<file path="src/rtl/hs_seq_checker_pkg.sv">
// Shared definitions for the sequence-checking sink and the future back-pressured master:
// LFSR constants, sync/track state encoding and a saturating increment.
package hs_seq_checker_pkg;

    // Fibonacci taps 16,14,13,11 expressed on a right-shifting register (bit 0 is tap 16).
    localparam logic [15:0] LFSR_TAP_MASK     = 16'h002D;
    localparam logic [15:0] LFSR_DEFAULT_SEED = 16'hACE1;

    localparam int SAT_W = 32;

    typedef enum logic {
        SEQ_SYNC  = 1'b0,
        SEQ_TRACK = 1'b1
    } seq_state_t;

    function automatic logic [SAT_W-1:0] sat_inc(input logic [SAT_W-1:0] value,
                                                 input logic [SAT_W-1:0] max_value);
        return (value >= max_value) ? max_value : value + 32'd1;
    endfunction

endpackage

</file>
<file path="src/rtl/hs_lfsr16.sv">
// 16-bit Fibonacci LFSR that advances only while enabled; the seed must be non-zero.
module hs_lfsr16
    import hs_seq_checker_pkg::*;
#(
    parameter logic [15:0] SEED = LFSR_DEFAULT_SEED
) (
    input  logic        clk,
    input  logic        rst,
    input  logic        en,
    output logic [15:0] value
);

    logic feedback;

    assign feedback = ^(value & LFSR_TAP_MASK);

    always_ff @(posedge clk or posedge rst) begin
        if (rst) begin
            value <= SEED;
        end else if (en) begin
            value <= {feedback, value[15:1]};
        end
    end

endmodule

</file>
<file path="config.mk">
export PLATFORM = sky130hd
export DESIGN_NAME = hs_lfsr16
export DESIGN_NICKNAME = d
export VERILOG_FILES = /design/src/rtl/hs_seq_checker_pkg.sv /design/src/rtl/hs_lfsr16.sv
export SDC_FILE = /design/constraint.sdc
export NUM_CORES = 1
export LEC_CHECK = 0
export CAP_MARGIN = 20
export CELL_PAD_IN_SITES_DETAIL_PLACEMENT = 0
export CELL_PAD_IN_SITES_GLOBAL_PLACEMENT = 1
export CORE_ASPECT_RATIO = 0.9
export CORE_MARGIN = 2
export CORE_UTILIZATION = 37
export DETAILED_ROUTE_END_ITERATION = 16
export PLACE_DENSITY = 0.87
export SLEW_MARGIN = 20
export SYNTH_ARGS = -nofsm -noshare
export SYNTH_HDL_FRONTEND = slang
export SYNTH_SLANG_ARGS = --single-unit
</file>
<file path="constraint.sdc">
create_clock -name clk -period 1.3 [get_ports clk]
set_input_delay 0.26 -clock clk [delete_from_list [all_inputs] [get_ports clk]]
set_output_delay 0.26 -clock clk [all_outputs]
set_load 0.02 [all_outputs]
</file>
==> impl_metrics.env <==
export IMPL_startpoint_type="register"
export IMPL_setup_violations=0
export IMPL_vdd_drop_max_mv=1.53
export IMPL_die_h_um=44.7
export IMPL_hold_viol=0
export IMPL_routed_via_density=4.32
export IMPL_nFillCells=166
export IMPL_yosys_warnings=0
export IMPL_area_delta_synth_final_pct=39.0
export IMPL_r2r_slack_ps=220
export IMPL_grt_ovfl_total=0
export IMPL_drt_iter0_markers=2
export IMPL_grt_pass1_vias=419
export IMPL_clkTransAtPathRegs_ps=90
export IMPL_nets=73
export IMPL_synthTopCellsByArea="dfstp_2 31%, dfrtp_1 29%, mux2_4 18%"
export IMPL_crit_cells=1
export IMPL_critical_path_class="register to output pin"
export IMPL_wl_per_cell_um=12.2
export IMPL_postPlaceCellArea_um2=946
export IMPL_cts_buffers=3
export IMPL_cpLargestDelayFamily="flip-flops"
export IMPL_antenna_found_initial=0
export IMPL_top_register="value"
export IMPL_cts_hold_buf=0
export IMPL_largest_reg_flops=16
export IMPL_fin_area_um2=945
export IMPL_max_stage_delay_ps=390
export IMPL_cts_htree_levels=1
export IMPL_maxCapViolCount=0
export IMPL_syn_area_um2=679
export IMPL_clk_latency_ps=280
export IMPL_initial_core_util_pct=40.0
export IMPL_clockBufferDepth=2
export IMPL_clkPwrFrac_pct=11.8
export IMPL_rsz0062_at_grt="false"
export IMPL_fin_skew_ps=5.03
export IMPL_cts_tree="done"
export IMPL_critical_path_required_ps=1040
export IMPL_ff_latch_area_um2=410
export IMPL_grt_pass1_wl_mm=1.86
export IMPL_post_route_period_util_pct=96.4
export IMPL_dr_pass1_iters=2
export IMPL_cts_sinks=16
export IMPL_hpwl_um=807
export IMPL_num_io_pins=19
export IMPL_combPwrFrac_pct=51.2
export IMPL_power_switching_uw=959
export IMPL_ys_seq_area_share_pct=60.4
export IMPL_num_vias=402
export IMPL_yosysTopAreaCellShare_pct=30.9
export IMPL_coreArea_um2=1700
export IMPL_powerDensity_nw_per_um2=2890
export IMPL_yosys_register_bits=16
export IMPL_intPower_mw=1.77
export IMPL_fmax_mhz=798
export IMPL_synthCells=39
export IMPL_p_sw_share_pct=35.2
export IMPL_critPathCaptureType="output pin"
export IMPL_path_buf_inv=1
export IMPL_grt_max_degree=18
export IMPL_die_area_um2=2200
export IMPL_cp_arrival_ps=990
export IMPL_antennaDiodeCount=0
export IMPL_min_period_ps=1250
export IMPL_root_buffer="clkbuf_4"
export IMPL_setup_tns_final_ps=0
export IMPL_maxSlewViolCount=0
export IMPL_postRouteAntennaNets=0
export IMPL_outcome="finished, final reports clean"
export IMPL_syn_nets=42
export IMPL_pwr_share_seq_pct=37.0
export IMPL_synth_cell_types=10
export IMPL_drc=0
export IMPL_finalWeightedCongestion=0.675
export IMPL_synth_top_cell_by_area="dfstp_2"
export IMPL_syn_avg_cell_area_um2=17.4
export IMPL_grtUsageTotal_pct=11.8
export IMPL_die_x_um=49.2
export IMPL_ff2ff_path_depth=4
export IMPL_slowest_stage="dfrtp_1"
export IMPL_rows=14
export IMPL_tightest_slew_ps=203
export IMPL_hold_class="input port to asynchronous set/reset pin"
export IMPL_largest_registers="value x16"
export IMPL_slew_headroom_pct=86.5
export IMPL_path_cells="dlygate4sd2_1"
export IMPL_routed_wl_mm=1.13
export IMPL_multi_input_area_um2=234
export IMPL_drive_above_1_share_pct=65.2
export IMPL_post_cts_buffers=0
export IMPL_cellLeakagePower_nw=0.437
export IMPL_portBuffers=18
export IMPL_path_max_fanout=2
-- area by class of cell --
| type | count | share of cell area (%) |
|---|---|---|
| clock buffers | 4 | 3.84 |
| inverters | 1 | 0.397 |
| flip-flops and latches | 16 | 43.4 |
| well taps | 24 | 3.18 |
| repair buffers | 28 | 24.4 |
| multi-input cells | 20 | 24.8 |
-- power groups by stage --
stage                     clock [mW]  sequential (mW)  combinational (mW)
after floorplan                    0             1.37               0.458
after global placement             0             1.01                1.56
after detailed placement           0             1.02                1.59
after CTS                      0.335             1.01                1.38
after global routing           0.360             1.04                1.49
final                          0.321             1.01                1.40
-- layout by cell type (no fill, tap or decap) --
cell             Yosys  layout
dfrtp_1              8       8
clkdlybuf4s50_1      0       2
inv_1                1       1
dlygate4sd2_1        0       2
xnor2_1              3       3
mux2_4               8       8
clkdlybuf4s15_1      0       6
mux2_2               7       7
clkbuf_8             0       1
buf_12               1       1
a21oi_1              1       1
clkbuf_4             0       3
dfstp_2              8       8
nor2_1               1       1
buf_2                0       6
buf_4                0      11
-- through the flow --
stage,instances,total power [mW],hold slack (ps),util (%),worst slack (ps)
3_3_place_gp,89,2.57,488,55.7,-101
6_report,93,2.73,271,55.6,46.3
3_5_place_dp,89,2.61,492,55.7,-107
5_1_grt,93,2.89,305,55.6,3.16
2_1_floorplan,39,1.83,168,-,284
4_1_cts,93,2.73,268,54.9,17.3
-- cell families (layout without fill, tap and decap cells) --
kind of cell,Yosys count,after routing,share of synthesized area [%]
xor+xnor,3,3,3.87
flops,16,16,60.4
simple gates,1,1,0.552
mux,15,15,29.3
buf+inv,3,33,5.16
compound gates,1,1,0.736
-- cell usage after synthesis --
master	count
a21oi_1	1
buf_12	1
buf_6	1
dfrtp_1	8
dfstp_2	8
inv_1	1
mux2_2	7
mux2_4	8
nor2_1	1
xnor2_1	3
-- routing by layer --
metal / share of wire [%] / GRT usage, % / wire, um / vias to the layer above
met1: 47 / 15.6 / 530 / 200
met2: 48 / 17.3 / 542 / 11
met5: 0 / 0 / 0 / -
met3: 5.4 / 3.38 / 61 / 0
met4: 0 / 6.86 / 0 / 0
li1: - / - / - / 191
-- what timing repair did --
action,in CTS,in global routing
endpoints found under the setup margin,16,7
cloned,0,0
resized for setup,41,7
-- path summary, 6_finish.rpt --
| check | startpoint | endpoint |
|---|---|---|
| min reg2reg | value[15] | value[15] |
| min in group clk | value[15] | value[15] |
| max in group asynchronous | rst | value[10] |
| max | value[3] | value[3] |
| min | rst | value[4] |
| max reg2reg | value[5] | value[15] |
No activity file was read; power rests on OpenSTA's default activity.
